File: src/rtl/shift_unit_pipe.sv
// shift_unit_pipe
//   Two-stage pipelined barrel shifter/rotator for the ALU. Stage 1 registers
//   the selected operand, shift amount and opcode. Stage 2 registers the
//   computed result with its carry, zero and illegal-op flags. Valid/ready on
//   both sides, so the block stalls cleanly under downstream backpressure.
//
// Ports
//   CLK, rst            clock (rising edge), asynchronous active-low reset
//   clr                 synchronous flush of both stages
//   A, B, sel_b         operands and operand select (0 = A, 1 = B)
//   shamt               unsigned shift amount (over-range values allowed)
//   ALU_FUN             000 SRL, 001 SLL, 010 SRA, 011 ROR, 100 ROL, others reserved
//   in_valid, in_ready  request handshake
//   SHIFT_OUT           result
//   carry_out           last bit shifted or rotated out
//   zero_flag, err_flag result is zero / reserved opcode was used
//   out_valid, out_ready result handshake

module shift_unit_pipe #(
    parameter int DATA_WIDTH  = 16,
    parameter int SHAMT_WIDTH = 5
) (
    input  logic                   CLK,
    input  logic                   rst,
    input  logic                   clr,
    input  logic [DATA_WIDTH-1:0]  A,
    input  logic [DATA_WIDTH-1:0]  B,
    input  logic                   sel_b,
    input  logic [SHAMT_WIDTH-1:0] shamt,
    input  logic [2:0]             ALU_FUN,
    input  logic                   in_valid,
    output logic                   in_ready,
    output logic [DATA_WIDTH-1:0]  SHIFT_OUT,
    output logic                   carry_out,
    output logic                   zero_flag,
    output logic                   err_flag,
    output logic                   out_valid,
    input  logic                   out_ready
);

    localparam int LOG_W = $clog2(DATA_WIDTH);
    localparam logic [LOG_W:0] W_L = (LOG_W + 1)'(DATA_WIDTH);

    logic                   r_s1_valid;
    logic [DATA_WIDTH-1:0]  r_s1_op;
    logic [SHAMT_WIDTH-1:0] r_s1_shamt;
    logic [2:0]             r_s1_fun;

    logic                   r_s2_valid;
    logic [DATA_WIDTH-1:0]  r_s2_res;
    logic                   r_s2_carry;
    logic                   r_s2_zero;
    logic                   r_s2_err;

    logic                   w_s2_load;
    logic                   w_s1_load;

    logic [DATA_WIDTH:0]    w_srl_ext;
    logic [DATA_WIDTH:0]    w_sra_ext;
    logic [DATA_WIDTH:0]    w_sll_ext;
    logic [LOG_W-1:0]       w_rot;
    logic [LOG_W:0]         w_rot_inv;
    logic [DATA_WIDTH-1:0]  w_ror;
    logic [DATA_WIDTH-1:0]  w_rol;
    logic                   w_nz;

    logic [DATA_WIDTH-1:0]  w_res;
    logic                   w_carry;
    logic                   w_err;
    logic                   w_zero;

    assign w_s2_load = !r_s2_valid || out_ready;
    assign w_s1_load = !r_s1_valid || w_s2_load;
    assign in_ready  = !clr && w_s1_load;

    // Shifts run on operands widened by one bit so the bit that falls off the
    // end lands in the extra position: that bit is the carry. This yields
    // operand[n-1] / operand[W-n] for 1 <= n <= W, 0 (or sign for SRA) beyond,
    // and 0 for n == 0 without any index arithmetic.
    assign w_srl_ext = {r_s1_op, 1'b0} >> r_s1_shamt;
    assign w_sra_ext = $signed({r_s1_op, 1'b0}) >>> r_s1_shamt;
    assign w_sll_ext = {1'b0, r_s1_op} << r_s1_shamt;

    // Rotates use n mod W; a shift by W (when the residue is 0) yields zero,
    // so the OR of both halves degenerates to the operand itself.
    assign w_rot     = r_s1_shamt[LOG_W-1:0];
    assign w_rot_inv = W_L - {1'b0, w_rot};
    assign w_ror     = (r_s1_op >> w_rot) | (r_s1_op << w_rot_inv);
    assign w_rol     = (r_s1_op << w_rot) | (r_s1_op >> w_rot_inv);
    assign w_nz      = |r_s1_shamt;

    always_comb begin
        w_res   = '0;
        w_carry = 1'b0;
        w_err   = 1'b0;
        case (r_s1_fun)
            3'b000: begin
                w_res   = w_srl_ext[DATA_WIDTH:1];
                w_carry = w_srl_ext[0];
            end
            3'b001: begin
                w_res   = w_sll_ext[DATA_WIDTH-1:0];
                w_carry = w_sll_ext[DATA_WIDTH];
            end
            3'b010: begin
                w_res   = w_sra_ext[DATA_WIDTH:1];
                w_carry = w_sra_ext[0];
            end
            3'b011: begin
                w_res   = w_ror;
                w_carry = w_nz & w_ror[DATA_WIDTH-1];
            end
            3'b100: begin
                w_res   = w_rol;
                w_carry = w_nz & w_rol[0];
            end
            default: begin
                w_err = 1'b1;
            end
        endcase
    end

    assign w_zero = (w_res == '0);

    always_ff @(posedge CLK or negedge rst) begin
        if (!rst) begin
            r_s1_valid <= 1'b0;
            r_s1_op    <= '0;
            r_s1_shamt <= '0;
            r_s1_fun   <= '0;
        end else if (clr) begin
            r_s1_valid <= 1'b0;
        end else if (w_s1_load) begin
            r_s1_valid <= in_valid;
            if (in_valid) begin
                r_s1_op    <= sel_b ? B : A;
                r_s1_shamt <= shamt;
                r_s1_fun   <= ALU_FUN;
            end
        end
    end

    // Result data only updates when a real operation moves in, so the output
    // and flags keep their last values while out_valid is low.
    always_ff @(posedge CLK or negedge rst) begin
        if (!rst) begin
            r_s2_valid <= 1'b0;
            r_s2_res   <= '0;
            r_s2_carry <= 1'b0;
            r_s2_zero  <= 1'b0;
            r_s2_err   <= 1'b0;
        end else if (clr) begin
            r_s2_valid <= 1'b0;
        end else if (w_s2_load) begin
            r_s2_valid <= r_s1_valid;
            if (r_s1_valid) begin
                r_s2_res   <= w_res;
                r_s2_carry <= w_carry;
                r_s2_zero  <= w_zero;
                r_s2_err   <= w_err;
            end
        end
    end

    assign out_valid = r_s2_valid;
    assign SHIFT_OUT = r_s2_res;
    assign carry_out = r_s2_carry;
    assign zero_flag = r_s2_zero;
    assign err_flag  = r_s2_err;

endmodule

File: config.mk
export PLATFORM = sky130hd
export DESIGN_NAME = shift_unit_pipe
export DESIGN_NICKNAME = d
export VERILOG_FILES = /design/src/rtl/shift_unit_pipe.sv
export SDC_FILE = /design/constraint.sdc
export NUM_CORES = 1
export LEC_CHECK = 0
export ABC_AREA = 1
export BUFFER_PORTS_ARGS = -buffer_cell sky130_fd_sc_hd__buf_2
export CAP_MARGIN = 30
export CELL_PAD_IN_SITES_DETAIL_PLACEMENT = 0
export CELL_PAD_IN_SITES_GLOBAL_PLACEMENT = 1
export CORE_MARGIN = 2
export CORE_UTILIZATION = 23
export DETAILED_ROUTE_END_ITERATION = 10
export PLACE_DENSITY_LB_ADDON = 0.05
export SYNTH_ARGS = -nofsm -noshare
export SYNTH_HDL_FRONTEND = slang
export SYNTH_SLANG_ARGS = --single-unit
File: constraint.sdc
create_clock -name CLK -period 3.2 [get_ports CLK]
set_input_delay 0.48 -clock CLK [delete_from_list [all_inputs] [get_ports CLK]]
set_output_delay 0.48 -clock CLK [all_outputs]
set_load 0.01 [all_outputs]
==> metrics.md, run 1 <==
| Metric | Value |
|---|---|
| Status | `completed` |
| DIE AREA | `23,600 µm²` |
| Maximum capacitance violations | `0` |
| Worst Path Required | `roughly 3.5 ns` |
| Library cells used by synthesis | `34` |
| Seq cells post-synth | `45` |
| Antenna violations before repair | `0` |
| Dpl hpwl | `a little under 20,000 µm` |
| Multiplexer share of the synthesized area | `0%` |
| Largest net degree at the start of global routing | `38` |
| Syn_area_per_cell | `between 5 and 6 µm²` |
| First-pass GRT wire length | `38,900 µm` |
| CTS Hold Bufs | `0` |
| CTS tree | `built` |
| Synth Area in Simple Gates | `57.5%` |
| Clock Tree Root | `clkbuf_16` |
| CP Class | `reg2reg` |
| Area of the multi-input gates | `roughly 3500 µm²` |
| PwrDens | `599 nW/µm²` |
| Reg2reg start | `r_s1_shamt[0]` |
| Ant diodes | `0` |
| Most common cell after layout, fill and taps aside | `nand2_1` |
| Tmin final | `2.57 ns` |
| Combinational power share | `61.9%` |
| Die width | `154 µm` |
| CTS buffer count | `5` |
| Met3 Use GR | `2.62%` |
| Relative slew margins | `between 50 and 60%` |
| Layout overhead on the synthesized area | `14.6%` |
| First DRT Iteration DRCs | `569` |
| Critical Path Source Type | `flop` |
| Peak VDD IR | `between 0.0002 and 0.00025 V` |
| IO Port Bufs | `66` |
| Post-DR vias/cell | `approximately 5.0` |
| Critical Path Max Stage Delay | `just over 0.4 ns` |
| Clock tree buffer depth | `2` |
| Crit path cell chain | `inv_4 > ha_1 > inv_2 > buf_4 > nand3_1 > nand2_1 > nand2_1 > nand3_1 > nand3_1 > nand2_1 > nand3_1 > nor2_1 > nand3_1 > nor2_1 > nand2_1 > nand2_1` |
| Largest family of logic cells by synthesized area | `simple AND/OR/NAND/NOR gates` |
| Sw power | `approximately 0.0019 W` |
| Top-area cell type share of the netlist area | `27.2%` |
| Hold Path Class | `in2async` |
| Share of total power in the clock network | `between 10% and 20%` |
| Final period utilization | `80.3%` |
| Internal power | `roughly 0.0016 W` |
| Most frequent cells in the layout | `nand2_1, nand3_1, buf_2, o21ai_0, inv_1` |
| R2R Setup Slk | `0.63 ns` |
| Worst-Skew Late Latency | `0.30 ns` |
| Fin util | `26.9%` |
| Yosys Warn Count | `0` |
| DRC Markers | `0` |
| Sequential share of power | `22.6%` |
| Met1 usage | `a little under a third` |
| GRT Resource Usage Total | `a little over a fifth` |
| Final hold vios | `0` |
| Syn Nets | `981` |
| Endpoints failing setup | `0` |
| Met2 Use GR | `34.1%` |
| Total number of vias | `6,386` |
| Clock transition at the registers of the reported paths | `0.07 ns` |
| Sw frac | `a little over half` |
| Synth Area in Compound Gates | `10.3%` |
| Wire per inst | `19.9 µm` |
| XOR/XNOR share of the synthesized area | `0%` |
| Setup Buffers After CTS | `0` |
| Crit path DAT | `2.82 ns` |
| Number of I/O pins | `67` |
| Leakage | `~3.2 nW` |
| Initial core utilization | `roughly a quarter` |
| H-tree depth | `2` |
| Resize count post-CTS | `0` |
| GPL Wtd Cong | `0.939` |
| Synth area leaders | `nand2_1, dfrtp_1, nand3_1` |
| CP Max Fanout | `27` |
| Endpoint class of the critical path | `flop` |
| Delay-heaviest family, CP | `simple AND/OR/NAND/NOR gates` |
| Clock sinks | `45` |
| Post-place setup slack | `0.632 ns` |
| Cell area after synthesis | `between 5000 and 6000 µm²` |
| Antenna-violating nets left | `0` |
| Worst-Margin Slew | `approximately 0.71 ns` |
| Busiest layer in global routing | `met2` |
| Total Wirelength | `25,200 µm` |
| Peak Freq | `389 MHz` |
| Synth area leader | `nand2_1` |
| Setup_tns | `0 ns` |
| GR Overflow Total | `0` |
| Worst hold margin | `0.0603 ns` |
| Rows | `54` |
| Share of cells above drive strength 1 | `13.1%` |
| Design Area, Final | `approximately 5900 µm²` |
| Worst path slowest cell | `inv_2` |
| Cells after synthesis | `around 930` |
| Flip-flop and latch area | `between 1000 and 1500 µm²` |
| Max-slew violations | `0` |
| Nets | `1,033` |
| Synth Area in Adders | `0.243%` |
| Die Y | `154 µm` |
| Reg2Reg Depth | `16` |
| Final setup skew | `0.00521 ns` |
| RSZ-0062 raised after global routing | `false` |
| Vias in the first global route | `6,308` |
| Drt pass-1 iters | `5` |
| Core area | `21,900 µm²` |
| Fillers | `2,671` |
| Sequential share of the synthesized area | `21.9%` |
| DP Area | `approximately 5700 µm²` |
| Setup slack after layout | `between 0.6 and 0.7 ns` |
| Critical path buffer and inverter count | `3` |
| FF-to-FF End | `zero_flag` |
layout make-up:
class,instances,share of cell area [%]
Multi-Input combinational cell,778,59.3
Tap cell,280,5.94
Clock inverter,3,0.361
Inverter,63,4.10
Clock buffer,5,2.12
Timing Repair Buffer,93,9.04
Sequential cell,45,19.1
flip-flops by register name, indices dropped and copies added, names as in the netlist:
| signal | cells |
|---|---|
| zero_flag | 1 |
| SHIFT_OUT | 16 |
| carry_out | 1 |
| err_flag | 1 |
| r_s1_valid | 1 |
| r_s1_shamt | 5 |
| r_s1_fun | 3 |
| r_s1_op | 16 |
| out_valid | 1 |
metrics by stage:
stage | instances | total power [W]
finish | 1267 | 0.00353
detailed placement | 1259 | 0.00298
global placement | 1259 | 0.00301
floorplan | 934 | 0.00221
global route | 1267 | 0.00385
CTS | 1267 | 0.00354
power groups by stage:
stage | Clock [W] | Combinational, W | Sequential [W]
finish | 0.000546 | 0.00219 | 0.000798
global route | 0.000594 | 0.00244 | 0.000820
global placement | 0 | 0.00221 | 0.000807
detailed placement | 0 | 0.00217 | 0.000808
CTS | 0.000569 | 0.00218 | 0.000798
floorplan | 0 | 0.00140 | 0.000803
cell usage after synthesis, drive strengths merged:
cell type	instances
a21boi	3
a21oi	16
a22oi	1
a31oi	1
and2	2
buf	33
clkbuf	15
clkinv	2
dfrtp	45
ha	1
inv	61
nand2	384
nand3	222
nand3b	5
nand4	6
nor2	53
nor3	4
o2111ai	1
o211ai	3
o21ai	73
o31ai	2
or2	1
worst max-delay path by stage:
stage,from,end,slack [ns],cells after the start
after CTS,r_s1_shamt[0],zero_flag,0.63,16
after detailed placement,r_s1_shamt[0],zero_flag,0.63,16
after global placement,r_s1_shamt[1],zero_flag,0.62,17
after global routing,r_s1_shamt[0],zero_flag,0.30,15
after floorplan,r_s1_shamt[1],zero_flag,0.74,18
final,r_s1_shamt[0],zero_flag,0.63,16
cells by family (layout without fill, tap and decap cells):
group / count (synthesis) / in the layout
flops: 45 / 45
buf+inv: 111 / 164
compound gates: 100 / 100
simple gates: 677 / 677
fa+ha+maj: 1 / 1
metal layers:
metal	part of all wire, %	routed length [µm]
met4	2.4	611
met2	44	11200
met3	3.9	975
met1	49	12400
met5	0	0
Note: power is estimated with default switching activity, not from simulation.
==> run 2: changes to the inputs <==
- clock period: 3.2 -> 2.15 ns (I/O delays scaled with it)
==> metrics.md, run 2 (synthesis gave the netlist of run 1 again) <==
| Metric | Value |
|---|---|
| Final setup skew | `0.00305 ns (-0.00216 ns)` |
| CP Max Fanout | `7 (-74%)` |
| DIE AREA | `23,600 µm² (unchanged)` |
| Tmin final | `2.30 ns (-0.271 ns)` |
| Fillers | `2,566 (-3.9%)` |
| Rows | `54 (unchanged)` |
| Status | `finished, violations left` |
| Most frequent cells in the layout | `nand2_1, nand3_1, buf_4, buf_2, o21ai_0` |
| Reg2Reg Depth | `19 (+3)` |
| Crit path DAT | `2.50 ns (-0.32 ns)` |
| Hold Path Class | `in2async` |
| Antenna-violating nets left | `0 (unchanged)` |
| Core area | `21,900 µm² (unchanged)` |
| Nets | `1,189 (+15%)` |
| First DRT Iteration DRCs | `615 (+8.1%)` |
| Worst-Margin Slew | `0.590 ns (-0.117 ns)` |
| GRT Resource Usage Total | `23.1% (+1.5 points)` |
| Worst Path Required | `2.35 ns (-1.10 ns)` |
| CTS buffer count | `5 (unchanged)` |
| Setup slack after layout | `-0.150 ns (-0.779 ns)` |
| FF-to-FF End | `zero_flag` |
| Peak VDD IR | `0.000316 V (+38%)` |
| Die Y | `154 µm (unchanged)` |
| Final period utilization | `107% (+27 points)` |
| Layout overhead on the synthesized area | `48.5%` |
| Critical Path Source Type | `flop` |
| Flip-flop and latch area | `1130 µm² (unchanged)` |
| PwrDens | `889 nW/µm² (+48%)` |
| H-tree depth | `2 (unchanged)` |
| Relative slew margins | `60.7% (+8.0 points)` |
| Clock sinks | `45 (unchanged)` |
| Setup_tns | `-0.420 ns (-0.420 ns)` |
| GPL Wtd Cong | `0.915 (-2.6%)` |
| Wire per inst | `19.3 µm (-3.1%)` |
| Endpoint class of the critical path | `flop` |
| CTS tree | `built` |
| R2R Setup Slk | `-0.15 ns (-0.78 ns)` |
| Failing checks | `negative setup slack` |
| Final hold vios | `0 (unchanged)` |
| RSZ-0062 raised after global routing | `true` |
| Number of I/O pins | `67 (unchanged)` |
| Clock transition at the registers of the reported paths | `0.07 ns (about the same)` |
| Max-slew violations | `0 (unchanged)` |
| Ant diodes | `0 (unchanged)` |
| Clock Tree Root | `clkbuf_16` |
| Antenna violations before repair | `0 (unchanged)` |
| Area of the multi-input gates | `3810 µm² (+9.1%)` |
| Die width | `154 µm (unchanged)` |
| Largest net degree at the start of global routing | `46 (+21%)` |
| Clock tree buffer depth | `2 (unchanged)` |
| Worst-Skew Late Latency | `0.31 ns (about the same)` |
| Endpoints failing setup | `8 (+8)` |
| Initial core utilization | `23.5% (unchanged)` |
| Vias in the first global route | `6,854 (+8.7%)` |
| Peak Freq | `435 MHz (+12%)` |
| Share of cells above drive strength 1 | `30.7% (+18 points)` |
| IO Port Bufs | `66 (unchanged)` |
| Post-DR vias/cell | `4.91 (-2.7%)` |
| Drt pass-1 iters | `5 (unchanged)` |
| Most common cell after layout, fill and taps aside | `nand2_1` |
| First-pass GRT wire length | `41,400 µm (+6.3%)` |
| Tot Pwr | `0.00679 W (+92%)` |
| Post-place setup slack | `-0.307 ns (-0.939 ns)` |
| Maximum capacitance violations | `0 (unchanged)` |
| DRC Markers | `0 (unchanged)` |
| GR Overflow Total | `0 (unchanged)` |
| Dpl hpwl | `20,900 µm (+6.7%)` |
| Total Wirelength | `27,400 µm (+8.8%)` |
| CP Class | `reg2reg` |
| Total number of vias | `6,982 (+9.3%)` |
| Reg2reg start | `r_s1_shamt[0]` |
| Leakage | `4.15 nW (+29%)` |
==> run 2: where the power goes <==
part,internal (W),switching [W]
sequential,0.00102,0.000159
clock,0.000553,0.000383
combinational,0.00192,0.00275
total,0.00349,0.00330
==> run 2: worst max path at each step <==
stage | cells past startpoint | startpoint | slack, ns | endpoint
2_1_floorplan | 17 | r_s1_shamt[0] | 0.01 | zero_flag
3_3_place_gp | 16 | r_s1_shamt[0] | -0.31 | zero_flag
3_5_place_dp | 16 | r_s1_shamt[0] | -0.31 | zero_flag
4_1_cts | 19 | r_s1_shamt[0] | -0.14 | zero_flag
5_1_grt | 17 | r_s1_shamt[0] | -0.25 | zero_flag
6_report | 19 | r_s1_shamt[0] | -0.15 | zero_flag
==> run 2: cell type report <==
class                           instances  share of cell area [%]
Tap cell                              280                    4.59
Multi-Input combinational cell        779                    49.9
Clock inverter                          2                   0.508
Sequential cell                        45                    14.7
Timing Repair inverter                  2                   0.262
Clock buffer                            6                    1.69
Inverter                               63                    3.42
Timing Repair Buffer                  246                    24.9
==> run 2: through the flow <==
| stage | hold slack, ns | cell area, µm² | utilization [%] | cells |
|---|---|---|---|---|
| after global routing | 0.157 | 7640 | 34.9 | 1423 |
| final | 0.0874 | 7640 | 34.9 | 1423 |
| after global placement | 0.447 | 6840 | 31.2 | 1391 |
| after CTS | 0.117 | 7400 | 33.8 | 1420 |
| after floorplan | 0.0269 | 5210 | - | 934 |
| after detailed placement | 0.450 | 6840 | 31.2 | 1391 |
==> run 2: what timing repair did <==
item / 4_1_cts / 5_1_grt
hold buffers: 0 / 0
gates resized for setup: 52 / 59
cloned: 4 / 2
endpoints found under the hold margin: 0 / 0
pin swaps: 21 / 30
buffers inserted: 18 / 1
endpoints found under the setup margin: 12 / 18
==> run 2: critical path, cell delays in order (launching register included) <==
cell and delay (ns):
dfrtp_1 0.42, inv_4 0.10, ha_4 0.17, inv_4 0.04, buf_6 0.11, nand2_4 0.08
nand2_8 0.06, buf_12 0.14, buf_8 0.14, o21ai_4 0.14, buf_6 0.11, nand2_2 0.03
nand3b_1 0.10, nand2_2 0.10, nand3b_1 0.18, nor2_1 0.06, nand2_1 0.05, nor2_1 0.04
nand2_1 0.07, nand2_1 0.05
==> run 2: routing by layer <==
metal | up-vias | wire (µm) | track usage, %
met5 | - | 0 | 0
met4 | 0 | 803 | 7.69
met3 | 43 | 1140 | 2.20
met2 | 205 | 12200 | 36.1
met1 | 3229 | 13300 | 33.3
li1 | 3505 | - | -
